`config.mk`:
```
export PLATFORM = sky130hd
export DESIGN_NAME = sll_seq
export DESIGN_NICKNAME = d
export VERILOG_FILES = /design/src/rtl/sll_seq_pkg.sv /design/src/rtl/sll_step.sv /design/src/rtl/sll_seq.sv
export SDC_FILE = /design/constraint.sdc
export NUM_CORES = 1
export LEC_CHECK = 0
export BUFFER_PORTS_ARGS = -buffer_cell sky130_fd_sc_hd__buf_4
export CAP_MARGIN = 30
export CORE_ASPECT_RATIO = 1.2
export CORE_MARGIN = 4
export CORE_UTILIZATION = 55
export CTS_CLUSTER_SIZE = 8
export DETAILED_ROUTE_END_ITERATION = 7
export PLACE_DENSITY_LB_ADDON = 0.1
export REMOVE_ABC_BUFFERS = 1
export SETUP_SLACK_MARGIN = 0.4
export SLEW_MARGIN = 10
export SYNTH_ARGS = -nofsm -noshare
export SYNTH_HDL_FRONTEND = slang
export SYNTH_HIERARCHICAL = 1
export SYNTH_SLANG_ARGS = --single-unit
```
`constraint.sdc`:
```
create_clock -name clk -period 2.5 [get_ports clk]
set_input_delay 0.125 -clock clk [delete_from_list [all_inputs] [get_ports clk]]
set_output_delay 0.125 -clock clk [all_outputs]
set_load 0.05 [all_outputs]
```
`src/rtl/sll_seq_pkg.sv`:
```
// Shared constants, state encoding and helpers for the sequential logical-left shifter.
// SLL_SEQ_FAST_EN selects a 4-bit shift step per cycle; otherwise the shifter moves 1 bit per cycle.
package sll_seq_pkg;

    localparam int DATA_W  = 32;
    localparam int SHAMT_W = 6;

`ifdef SLL_SEQ_FAST_EN
    localparam int STEP = 4;
`else
    localparam int STEP = 1;
`endif

    localparam int STEP_W = $clog2(STEP + 1);

    typedef enum logic [1:0] {
        IDLE,
        SHIFT,
        DONE
    } state_t;

    // Amounts of DATA_W or more all collapse to DATA_W: the result is zero and latency is fixed.
    function automatic logic [SHAMT_W-1:0] clamp_shamt(input logic [SHAMT_W-1:0] b);
        return (b > SHAMT_W'(DATA_W)) ? SHAMT_W'(DATA_W) : b;
    endfunction

    function automatic logic [STEP_W-1:0] step_of(input logic [SHAMT_W-1:0] cnt);
        return (cnt > SHAMT_W'(STEP)) ? STEP_W'(STEP) : cnt[STEP_W-1:0];
    endfunction

endpackage

```
`src/rtl/sll_step.sv`:
```
// Combinational zero-filling left shift of a DATA_W word by 0..STEP bits.
// Step size follows STEP from sll_seq_pkg (SLL_SEQ_FAST_EN widens it).
module sll_step
    import sll_seq_pkg::*;
(
    input  logic [DATA_W-1:0] din,
    input  logic [STEP_W-1:0] amt,
    output logic [DATA_W-1:0] dout
);

    assign dout = din << amt;

endmodule

```
`src/rtl/sll_seq.sv`:
```
// Multi-cycle logical-left shifter: C = A << B, computed STEP bits per cycle by an IDLE/SHIFT/DONE FSM.
// Define SLL_SEQ_FAST_EN for 4 bits per cycle; the result is identical, only latency changes.
module sll_seq
    import sll_seq_pkg::*;
(
    input  logic              clk,
    input  logic              rst,
    input  logic              start,
    input  logic [DATA_W-1:0] A,
    input  logic [SHAMT_W-1:0] B,
    output logic              busy,
    output logic              done,
    output logic [DATA_W-1:0] C
);

    state_t             state;
    logic [SHAMT_W-1:0] cnt;
    logic [DATA_W-1:0]  work;
    logic [DATA_W-1:0]  work_shifted;
    logic [STEP_W-1:0]  step_amt;

    assign step_amt = step_of(cnt);

    sll_step u_step (
        .din  (work),
        .amt  (step_amt),
        .dout (work_shifted)
    );

    always_ff @(posedge clk or posedge rst) begin
        if (rst) begin
            state <= IDLE;
            cnt   <= '0;
            work  <= '0;
            C     <= '0;
        end else begin
            case (state)
                IDLE: begin
                    if (start) begin
                        work  <= A;
                        cnt   <= clamp_shamt(B);
                        state <= SHIFT;
                    end
                end
                SHIFT: begin
                    if (cnt == '0) begin
                        C     <= work;
                        state <= DONE;
                    end else begin
                        work <= work_shifted;
                        cnt  <= cnt - SHAMT_W'(step_amt);
                    end
                end
                DONE: begin
                    // start is deliberately not sampled here; requests are only taken from IDLE
                    state <= IDLE;
                end
                default: begin
                    state <= IDLE;
                end
            endcase
        end
    end

    assign busy = (state != IDLE);
    assign done = (state == DONE);

endmodule
```
; Word level (Yosys, flattened, before mapping)
; Index checks and enable logic that the tools add are counted.
[word_totals]
regBits = 72
out_inout_bits = 34
[classes]
n_addsub = 1
n_eq_ne = 5
n_reduce_logical = 7
n_mux = 11
n_shift = 1
magnitude_cmp = 2
[op_table]
columns = op, count
row1 = $mux 32, 2
row2 = $pmux 32 s2, 1
row3 = $shl 32x1->32, 1
row4 = $mux 6, 3
row5 = $pmux 6 s2, 1
row6 = $gt 6x1->1 const B, 1
row7 = $gt 6x6->1 const B, 1
row8 = $logic_not 6->1, 1
row9 = $ne 2x2->1 const B, 3
row10 = $sub 6x1->6, 1
row11 = $mux 2, 2
row12 = $pmux 2 s2, 1
row13 = $reduce_and 2->1, 2
row14 = $reduce_bool 2->1, 2
row15 = $reduce_and 3->1, 1
row16 = $eq 2x1->1 const B, 1
row17 = $eq 2x2->1 const B, 1
row18 = $logic_not 2->1, 1
row19 = $mux 1, 1

; Logic depth before layout (Yosys ltp)
; Gate-level depths: netlist of run 1.
[logic_depth]
depth_word = 5
depth_mapped = 7
depth_no_buf = 6

; By module
; Netlist of run 1, hierarchy kept.
[by_module_without_submodules]
columns = mod, instances, seq_area_each_um2, cells_each, area_each_um2
row1 = sll_seq, 1, 1801.7, 300, 3140.5
row2 = sll_step, 1, 0.0, 36, 535.5

; Worst setup path before layout of run 1
; Ideal clock, no wire load.
[synth_path]
path_type = register -> register
start = register cnt[0]
end = register work[10]
t_required_ps = 2370
path_slack_ps = 774
path_stages_with_launch = 8
path_buffers = 2
t_arrival_ps = 1596
cell_sequence = dfrtp_1 -> nor4_4 -> nand2_1 -> buf_6 -> buf_12 -> mux2_4 -> nand2_1 -> a31oi_1
[synth_between]
elab_chain_len = 5
elab_cells_between_ends = 8
[synth_rtl]
columns = item, line_no
row1 = from (decl), sll_seq.sv:17  ; logic [SHAMT_W-1:0] cnt;
row2 = from (signal assigned), sll_seq.sv:41  ; cnt <= clamp_shamt(B);
row3 = from (signal assigned), sll_seq.sv:51  ; cnt <= cnt - SHAMT_W'(step_amt);
row4 = $gt 6x1->1, sll_seq_pkg.sv:28  ; return (cnt > SHAMT_W'(STEP)) ? STEP_W'(STEP) : cnt[STEP_W-1:0];
row5 = $mux 1 *, sll_seq_pkg.sv:28
row6 = named net step_amt, sll_seq.sv:20  ; logic [STEP_W-1:0] step_amt;
row7 = $shl 32x1->32 *, sll_step.sv:11  ; assign dout = din << amt;
row8 = named net work_shifted[10], sll_seq.sv:19  ; logic [DATA_W-1:0] work_shifted;
row9 = $mux 32 *, sll_seq.sv:46  ; if (cnt == '0) begin
row10 = $pmux 32 s2 *, sll_seq.sv:37  ; case (state)
row11 = to (signal assigned), sll_seq.sv:50  ; work <= work_shifted;
row12 = to (decl), sll_seq.sv:18  ; logic [DATA_W-1:0] work;
; Mark *: on every way through the listed nets, which the timed path passes. The rest lies on a longest branch. The select of a mux whose other input is x is not followed.
; A chain may end at the register's enable or synchronous reset.

; Final worst setup path of run 1
[layout_path]
start = register cnt[3]
end = register work[19]
[layout_between]
elab_chain_len = 5
elab_cells_between_ends = 8
[layout_rtl]
columns = item, line_no
row1 = $gt 6x1->1, sll_seq_pkg.sv:28
row2 = $mux 1, sll_seq_pkg.sv:28
row3 = named net step_amt, sll_seq.sv:20
row4 = $shl 32x1->32, sll_step.sv:11
row5 = named net work_shifted[19], sll_seq.sv:19
row6 = $mux 32, sll_seq.sv:46
row7 = $pmux 32 s2, sll_seq.sv:37
; The timed path passes the listed nets, and every way through them passes these cells. The select of a mux whose other input is x is not followed.

==> run_summary.xml, run 1 <==
<?xml version="1.0" encoding="UTF-8"?>
<metrics>
  <group name="synthesis">
    <metric name="yosys-top-cells-count" unit="">sky130_fd_sc_hd__dfrtp_1 (72), sky130_fd_sc_hd__nand2_1 (65), sky130_fd_sc_hd__nor2_1 (38), sky130_fd_sc_hd__a31oi_1 (36), sky130_fd_sc_hd__mux2_1 (32)</metric>
    <metric name="yosysTopAreaCellShare" unit="">0.490</metric>
    <metric name="synth.mux.area_fraction" unit="">0.223</metric>
    <metric name="synth_sequential_area_ratio" unit="">0.490</metric>
    <metric name="synth.distinct_cells" unit="">31</metric>
    <metric name="synth_top_flop_cell" unit="">sky130_fd_sc_hd__dfrtp_1</metric>
    <metric name="synth_simple_gate_area_frac" unit="">0.133</metric>
    <metric name="synthesis.yosys.warnings" unit="">6</metric>
    <metric name="async_flop_share" unit="">1.00</metric>
    <metric name="synth.largest_area_cell" unit="">sky130_fd_sc_hd__dfrtp_1</metric>
    <metric name="number_of_synthesized_register_bits" unit="">72</metric>
    <metric name="syn_inst" unit="">336</metric>
    <metric name="synth_most_common_cell" unit="">sky130_fd_sc_hd__dfrtp_1</metric>
    <metric name="synthesis.area_per_instance" unit="um^2">10.9</metric>
    <metric name="synth_xor_xnor_area_share" unit="">0</metric>
    <metric name="synth_edf_count" unit="">0</metric>
    <metric name="synth-compound-area-share" unit="">0.0926</metric>
    <metric name="largest_cells_by_area_after_synthesis" unit="">sky130_fd_sc_hd__dfrtp_1 (49%), sky130_fd_sc_hd__mux2_4 (12%), sky130_fd_sc_hd__mux2_1 (9.8%)</metric>
    <metric name="synth_area" unit="um^2">3680</metric>
    <metric name="synth_top_family_by_area" unit="">multiplexers</metric>
    <metric name="synth_adder_area_share" unit="">0.00340</metric>
  </group>
  <group name="global_route">
    <metric name="grt_first_pass_wirelength" unit="um">13000</metric>
    <metric name="gr-usage-all-layers" unit="">0.207</metric>
    <metric name="gr-total-overflow" unit="">0</metric>
    <metric name="grt_antenna_before_repair" unit="">0</metric>
    <metric name="number_of_global_route_vias_before_repair" unit="">2771</metric>
    <metric name="grt_max_degree" unit="">73</metric>
  </group>
  <group name="pwr">
    <metric name="fin_total_pwr" unit="mW">7.01</metric>
    <metric name="clockPowerShare" unit="">0.127</metric>
    <metric name="p_int" unit="mW">3.77</metric>
    <metric name="p_per_area" unit="nW/um^2">1570</metric>
    <metric name="power_leakage" unit="nW">2.20</metric>
    <metric name="power.share.combinational" unit="">0.546</metric>
    <metric name="netSwitchingPower" unit="mW">3.25</metric>
    <metric name="seq_power_share" unit="">0.327</metric>
    <metric name="fraction_of_power_spent_switching_nets" unit="">0.463</metric>
    <metric name="irDropWorstVdd" unit="uV">768</metric>
  </group>
  <group name="cells_and_area">
    <metric name="num-nets-final" unit="">449</metric>
    <metric name="regArea" unit="um^2">1800</metric>
    <metric name="syn2layout_area_growth" unit="%">21.7</metric>
    <metric name="fin_area" unit="um^2">4470</metric>
    <metric name="layout-drive-gt1-share" unit="">0.337</metric>
    <metric name="fillers" unit="">516</metric>
    <metric name="diodes" unit="">0</metric>
    <metric name="multi_input_comb_area" unit="um^2">1700</metric>
  </group>
  <group name="clock_tree">
    <metric name="worstSkewPairLatency" unit="ns">0.35</metric>
    <metric name="clock_tree_root" unit="">sky130_fd_sc_hd__clkbuf_8</metric>
    <metric name="cts_made_buffers" unit="">9</metric>
    <metric name="clk_transition_reported_paths" unit="ns">0.08</metric>
    <metric name="clock_tree.buffer_depth" unit="">2</metric>
    <metric name="clock_tree_from_tritoncts" unit="">yes</metric>
    <metric name="htree_levels" unit="">3</metric>
    <metric name="cts_sinks" unit="">72</metric>
  </group>
  <group name="timing">
    <metric name="worst-slew-pin-transition" unit="ns">0.526</metric>
    <metric name="timing.setup.tns" unit="ns">0</metric>
    <metric name="finClkSkew" unit="ns">0.00855</metric>
    <metric name="timing.slew.headroom" unit="">0.649</metric>
    <metric name="setup_repair_after_global_routing_missed_its_margin" unit="">false</metric>
    <metric name="drv_slew" unit="">0</metric>
    <metric name="final-hold-violation-count" unit="">0</metric>
    <metric name="post-route-period-util" unit="">0.764</metric>
    <metric name="maxClockFrequency" unit="GHz">0.523</metric>
    <metric name="hold-worst-slack" unit="ns">0.0243</metric>
    <metric name="setup_viol" unit="">0</metric>
    <metric name="timing.final.crit_period" unit="ns">1.91</metric>
  </group>
  <group name="floorplan">
    <metric name="rows" unit="">32</metric>
    <metric name="floorplan_die_area" unit="um^2">8060</metric>
    <metric name="initial_util" unit="">0.570</metric>
    <metric name="core_area" unit="um^2">6450</metric>
    <metric name="die_h" unit="um">97.6</metric>
    <metric name="die_width" unit="um">82.6</metric>
    <metric name="num_io_pins" unit="">75</metric>
  </group>
  <group name="placement">
    <metric name="rd_place_congestion" unit="">0.811</metric>
    <metric name="placed_area" unit="um^2">4240</metric>
    <metric name="place.detailed.hpwl" unit="um">5080</metric>
    <metric name="port_buffers" unit="">74</metric>
  </group>
  <group name="critical_path">
    <metric name="cp-start-kind" unit="">flip-flop</metric>
    <metric name="required" unit="ns">2.72</metric>
    <metric name="series_of_cell_instances_along_the_critical_path" unit="">nor4_4 &gt; buf_4 &gt; nand2_2 &gt; buf_4 &gt; mux2_4 &gt; nand2_1 &gt; a31oi_1</metric>
    <metric name="critPathLaunch" unit="">cnt[3]$_DFFE_PP0P_</metric>
    <metric name="critical-path-slowest-cell" unit="">sky130_fd_sc_hd__dfrtp_1</metric>
    <metric name="internal_reg_to_reg_setup_slack" unit="ns">0.59</metric>
    <metric name="worstReg2RegStart" unit="">cnt[3]$_DFFE_PP0P_</metric>
    <metric name="critical-path-max-stage-delay" unit="ns">0.45</metric>
    <metric name="endpoint_kind" unit="">flip-flop</metric>
    <metric name="critPathMaxFanout" unit="">19</metric>
    <metric name="crit_type" unit="">reg2reg</metric>
    <metric name="critPathArrivalTime" unit="ns">2.13</metric>
    <metric name="critical_path.most_common_cell" unit="">sky130_fd_sc_hd__buf_4</metric>
  </group>
  <group name="hold_path">
    <metric name="source_of_the_worst_hold_timing_path" unit="">A[5]</metric>
    <metric name="worst_hold_path_type" unit="">in2reg</metric>
  </group>
  <group name="outcome">
    <metric name="run_status" unit="">finished clean</metric>
  </group>
  <group name="drt">
    <metric name="first_iter_violations" unit="">149</metric>
    <metric name="num_vias" unit="">2759</metric>
    <metric name="vias_per_cell" unit="">5.55</metric>
    <metric name="drtAntennaViolNets" unit="">0</metric>
    <metric name="avgRoutedWirePerCell" unit="um">16.6</metric>
    <metric name="drt_first_pass_iters" unit="">4</metric>
    <metric name="totalWireLength" unit="um">8250</metric>
    <metric name="detail_route.drc_violations" unit="">0</metric>
  </group>
  <group name="flow_run">
    <metric name="drv.max_cap_violation_count" unit="">0</metric>
  </group>
</metrics>
## critical path: cells and delay by family, from the launching register on
family / cells / cell delay (ns)
buffers and inverters: 2 / 0.48
AO/OA/AOI/OAI: 1 / 0.09
AND/OR/NAND/NOR: 3 / 0.41
multiplexers: 1 / 0.33
flip-flops: 1 / 0.45
## state kept, by name, indices dropped and copies added (netlist names)
signal  cells
state       2
cnt         6
C          32
work       32
## cells by family after synthesis
family                   count (synthesis)
AND/OR/NAND/NOR                        116
AO/OA/AOI/OAI                           54
multiplexers                            63
adder cells (fa/ha/maj)                  1
flip-flops                              72
buffers and inverters                   30
## final timing paths
path | to | cells past startpoint
setup / recovery | work[19]$_DFFE_PP0P_ | 7
hold / removal | work[5]$_DFFE_PP0P_ | 3
setup reg to reg | work[19]$_DFFE_PP0P_ | 7
hold reg to reg | C[17]$_DFFE_PP0P_ | 1
max in group asynchronous | cnt[4]$_DFFE_PP0P_ | 4
min in group asynchronous | C[25]$_DFFE_PP0P_ | 4
## routing by layer
layer  GRT usage  part of all wire  vias to the layer above
met3      0.0371             0.055                       14
met4      0.0918             0.021                        0
met2       0.330              0.49                       65
met1       0.269              0.43                     1377
met5           0                 0                        -
li1            -                 -                     1303
## power by group through the flow
| stage | registers, mW | clock network, mW | logic (mW) |
|---|---|---|---|
| after global placement | 2.27 | 0 | 3.68 |
| after CTS | 2.29 | 0.901 | 3.82 |
| after detailed placement | 2.31 | 0 | 3.81 |
| after floorplan | 3.05 | 0 | 1.99 |
| final | 2.30 | 0.888 | 3.83 |
| after global routing | 2.39 | 0.950 | 4.15 |
## layout by cell type, fill, tap and decap left out, drive strengths merged
cell,instances
inv,7
clkinv,1
o21a,1
a22oi,1
and3,1
buf,82
ha,1
or2,1
nor4,1
nand3,2
nand2b,1
a21oi,8
or4,1
dfrtp,72
a21o,1
a311oi,1
nor2b,3
mux2,63
nor3,4
clkinvlp,3
a31o,1
o21ai,4
clkbuf,11
dlygate4sd3,1
a31oi,36
a22o,1
nor2,38
nand2,65
## per-stage QoR
stage,instances,utilization,setup WS [ns]
final,497,0.694,0.590
after global routing,497,0.694,0.500
after CTS,495,0.690,0.397
after detailed placement,478,0.658,0.422
after global placement,478,0.658,0.504
after floorplan,312,-,-1.03
## area by class of cell
cell class,count,share of cell area
clock buffers,11,0.0338
clock inverters,5,0.00895
inverters,6,0.00503
multi-input cells,235,0.380
flip-flops and latches,72,0.403
well taps,85,0.0238
repair buffers,83,0.145
## what timing repair did
action | in CTS | in global routing
endpoints found under the hold margin | 72 | 0
endpoints found under the setup margin | 1 | 32
gates resized for setup | 0 | 2
setup buffers | 0 | 1
hold buffers | 1 | 0
gates cloned | 0 | 1
pin swaps | 0 | 2
Power figures use the tool's default switching activity.
==> run 2, diff against run 1 <==
--- a/config.mk
+++ b/config.mk
@@ -9,7 +9,7 @@
 export CAP_MARGIN = 30
 export CORE_ASPECT_RATIO = 1.2
 export CORE_MARGIN = 4
-export CORE_UTILIZATION = 55
+export CORE_UTILIZATION = 50
 export CTS_CLUSTER_SIZE = 8
 export DETAILED_ROUTE_END_ITERATION = 7
 export PLACE_DENSITY_LB_ADDON = 0.1
==> constraint.sdc (replaced) <==
create_clock -name clk -period 1.61 [get_ports clk]
set_input_delay 0.0805 -clock clk [delete_from_list [all_inputs] [get_ports clk]]
set_output_delay 0.0805 -clock clk [all_outputs]
set_load 0.05 [all_outputs]
==> run_summary.xml, run 2 (synthesis results as in run 1) <==
<?xml version="1.0" encoding="UTF-8"?>
<metrics>
  <group name="outcome">
    <metric name="run_status" unit="">complete, but fails checks</metric>
    <metric name="violations_in_the_final_reports" unit="">negative setup slack</metric>
  </group>
  <group name="floorplan">
    <metric name="die_h" unit="um">102</metric>
    <metric name="rows" unit="">34</metric>
    <metric name="die_width" unit="um">86.3</metric>
    <metric name="core_area" unit="um^2">7190</metric>
    <metric name="num_io_pins" unit="">75</metric>
    <metric name="floorplan_die_area" unit="um^2">8790</metric>
    <metric name="initial_util" unit="">0.511</metric>
  </group>
  <group name="global_route">
    <metric name="grt_first_pass_wirelength" unit="um">15000</metric>
    <metric name="number_of_global_route_vias_before_repair" unit="">3004</metric>
    <metric name="gr-total-overflow" unit="">0</metric>
    <metric name="gr-usage-all-layers" unit="">0.219</metric>
    <metric name="grt_max_degree" unit="">43</metric>
    <metric name="grt_antenna_before_repair" unit="">0</metric>
  </group>
  <group name="flow_run">
    <metric name="drv.max_cap_violation_count" unit="">0</metric>
  </group>
  <group name="placement">
    <metric name="rd_place_congestion" unit="">0.871</metric>
    <metric name="place.detailed.hpwl" unit="um">5310</metric>
    <metric name="placement.setup.worst_slack" unit="ns">-0.138</metric>
    <metric name="placed_area" unit="um^2">4430</metric>
    <metric name="port_buffers" unit="">74</metric>
    <metric name="dp.cells" unit="">498</metric>
  </group>
  <group name="timing">
    <metric name="drv_slew" unit="">0</metric>
    <metric name="hold-worst-slack" unit="ns">0.00603</metric>
    <metric name="setup_repair_after_global_routing_missed_its_margin" unit="">true</metric>
    <metric name="maxClockFrequency" unit="GHz">0.538</metric>
    <metric name="worst-slew-pin-transition" unit="ns">0.432</metric>
    <metric name="finClkSkew" unit="ns">0.0106</metric>
    <metric name="timing.final.ws_setup" unit="ns">-0.247</metric>
    <metric name="timing.final.crit_period" unit="ns">1.86</metric>
    <metric name="timing.slew.headroom" unit="">0.712</metric>
    <metric name="post-route-period-util" unit="">1.15</metric>
    <metric name="timing.setup.tns" unit="ns">-12.07</metric>
    <metric name="final-hold-violation-count" unit="">0</metric>
    <metric name="setup_viol" unit="">69</metric>
  </group>
  <group name="clock_tree">
    <metric name="cts_made_buffers" unit="">9</metric>
    <metric name="clk_transition_reported_paths" unit="ns">0.07</metric>
    <metric name="clock_tree.buffer_depth" unit="">2</metric>
    <metric name="worstSkewPairLatency" unit="ns">0.35</metric>
    <metric name="cts_sinks" unit="">72</metric>
    <metric name="clock_tree_from_tritoncts" unit="">yes</metric>
    <metric name="clock_tree_root" unit="">sky130_fd_sc_hd__clkbuf_8</metric>
    <metric name="htree_levels" unit="">3</metric>
  </group>
  <group name="drt">
    <metric name="drt_first_pass_iters" unit="">5</metric>
    <metric name="wl_met1" unit="um">4150</metric>
    <metric name="detail_route.drc_violations" unit="">0</metric>
    <metric name="met2_wirelength" unit="um">5520</metric>
    <metric name="drtAntennaViolNets" unit="">0</metric>
    <metric name="first_iter_violations" unit="">166</metric>
    <metric name="avgRoutedWirePerCell" unit="um">18.6</metric>
    <metric name="met3WireLength" unit="um">533</metric>
    <metric name="vias_per_cell" unit="">5.53</metric>
    <metric name="totalWireLength" unit="um">10400</metric>
    <metric name="num_vias" unit="">3087</metric>
    <metric name="highest_layer" unit="">met4</metric>
  </group>
  <group name="hold_path">
    <metric name="min_delay_worst_endpoint" unit="">work[12]$_DFFE_PP0P_</metric>
    <metric name="source_of_the_worst_hold_timing_path" unit="">A[12]</metric>
    <metric name="whs_path_depth" unit="">3</metric>
    <metric name="worst_hold_path_type" unit="">in2reg</metric>
  </group>
  <group name="cells_and_area">
    <metric name="reg.largest.list" unit="">C x32, work x32, cnt x6</metric>
    <metric name="final_util" unit="">0.771</metric>
    <metric name="syn2layout_area_growth" unit="%">50.9</metric>
    <metric name="stdcell_count" unit="">558</metric>
    <metric name="layout-drive-gt1-share" unit="">0.506</metric>
    <metric name="fin_area" unit="um^2">5550</metric>
    <metric name="commonest_non_fill_non_tap_cell_in_the_layout" unit="">sky130_fd_sc_hd__buf_4</metric>
    <metric name="diodes" unit="">0</metric>
    <metric name="most-common-layout-cells" unit="">sky130_fd_sc_hd__buf_4 (90), sky130_fd_sc_hd__dfrtp_1 (72), sky130_fd_sc_hd__mux2_4 (59)</metric>
    <metric name="num-nets-final" unit="">505</metric>
  </group>
  <group name="critical_path">
    <metric name="critical-path-max-stage-delay" unit="ns">0.43</metric>
    <metric name="series_of_cell_instances_along_the_critical_path" unit="">nor4_4 &gt; nand2_2 &gt; buf_6 &gt; buf_16 &gt; mux2_2 &gt; nand2_1 &gt; a31oi_1</metric>
    <metric name="cp_top_family" unit="">simple AND/OR/NAND/NOR gates</metric>
    <metric name="cp-start-kind" unit="">flip-flop</metric>
    <metric name="endpoint_kind" unit="">flip-flop</metric>
    <metric name="crit_type" unit="">reg2reg</metric>
    <metric name="worstReg2RegStart" unit="">cnt[1]$_DFFE_PP0P_</metric>
    <metric name="critPathMaxFanout" unit="">8</metric>
    <metric name="critical-path-slowest-cell" unit="">sky130_fd_sc_hd__dfrtp_1</metric>
    <metric name="internal_reg_to_reg_setup_slack" unit="ns">-0.25</metric>
    <metric name="required" unit="ns">1.83</metric>
    <metric name="ff2ff_path_depth" unit="">7</metric>
    <metric name="number_of_buffer_and_inverter_stages_on_the_critical_path" unit="">2</metric>
    <metric name="crit-reg2reg-capture" unit="">work[28]$_DFFE_PP0P_</metric>
    <metric name="critPathArrivalTime" unit="ns">2.08</metric>
  </group>
  <group name="pwr">
    <metric name="p_per_area" unit="nW/um^2">2440</metric>
    <metric name="fin_total_pwr" unit="mW">13.5</metric>
    <metric name="power_leakage" unit="nW">2.77</metric>
    <metric name="irDropWorstVdd" unit="uV">1490</metric>
  </group>
</metrics>
run 2: power by group:
part,switching [mW],internal (mW),total [mW]
Sequential,0.829,2.76,3.59
Combinational,4.31,3.94,8.24
Clock,0.685,0.999,1.68
run 2: how the worst max path moves through the flow:
| stage | from | to | slack, ns | cells after the start |
|---|---|---|---|---|
| global route | cnt[0]$_DFFE_PP0P_ | work[8]$_DFFE_PP0P_ | -0.34 | 7 |
| global placement | cnt[4]$_DFFE_PP0P_ | work[9]$_DFFE_PP0P_ | -0.09 | 7 |
| CTS | cnt[3]$_DFFE_PP0P_ | work[8]$_DFFE_PP0P_ | -0.09 | 6 |
| detailed placement | cnt[4]$_DFFE_PP0P_ | work[17]$_DFFE_PP0P_ | -0.14 | 7 |
| floorplan | cnt[2]$_DFFE_PP0P_ | cnt[2]$_DFFE_PP0P_ | -1.92 | 4 |
| finish | cnt[1]$_DFFE_PP0P_ | work[28]$_DFFE_PP0P_ | -0.25 | 7 |
run 2: cell type report:
| class | instances | area [um^2] |
|---|---|---|
| clock inverter | 4 | 75.1 |
| clock buffer | 12 | 165 |
| tap | 90 | 113 |
| inverter | 6 | 26.3 |
| sequential | 72 | 1800 |
| timing repair buffer | 139 | 1390 |
| fill | 478 | 1640 |
| multi-input combinational | 235 | 1970 |
run 2: what timing repair did:
item,in CTS,in global routing
endpoints found under the hold margin,91,0
hold buffers,20,0
endpoints found under the setup margin,74,74
pin swaps,11,22
resized for setup,60,36
buffers inserted,11,5
cloned,5,3
run 2: worst register-to-register path, delay by kind of cell (launching register included):
family          cells  cell delay, ns
compound gates      1            0.11
mux                 1            0.28
buf+inv             2            0.32
simple gates        3            0.59
flops               1            0.43
run 2: per-layer routing:
metal	track usage	up-vias
li1	-	1430
met1	0.266	1539
met2	0.390	103
met3	0.0323	15
met4	0.0887	0
met5	0	-
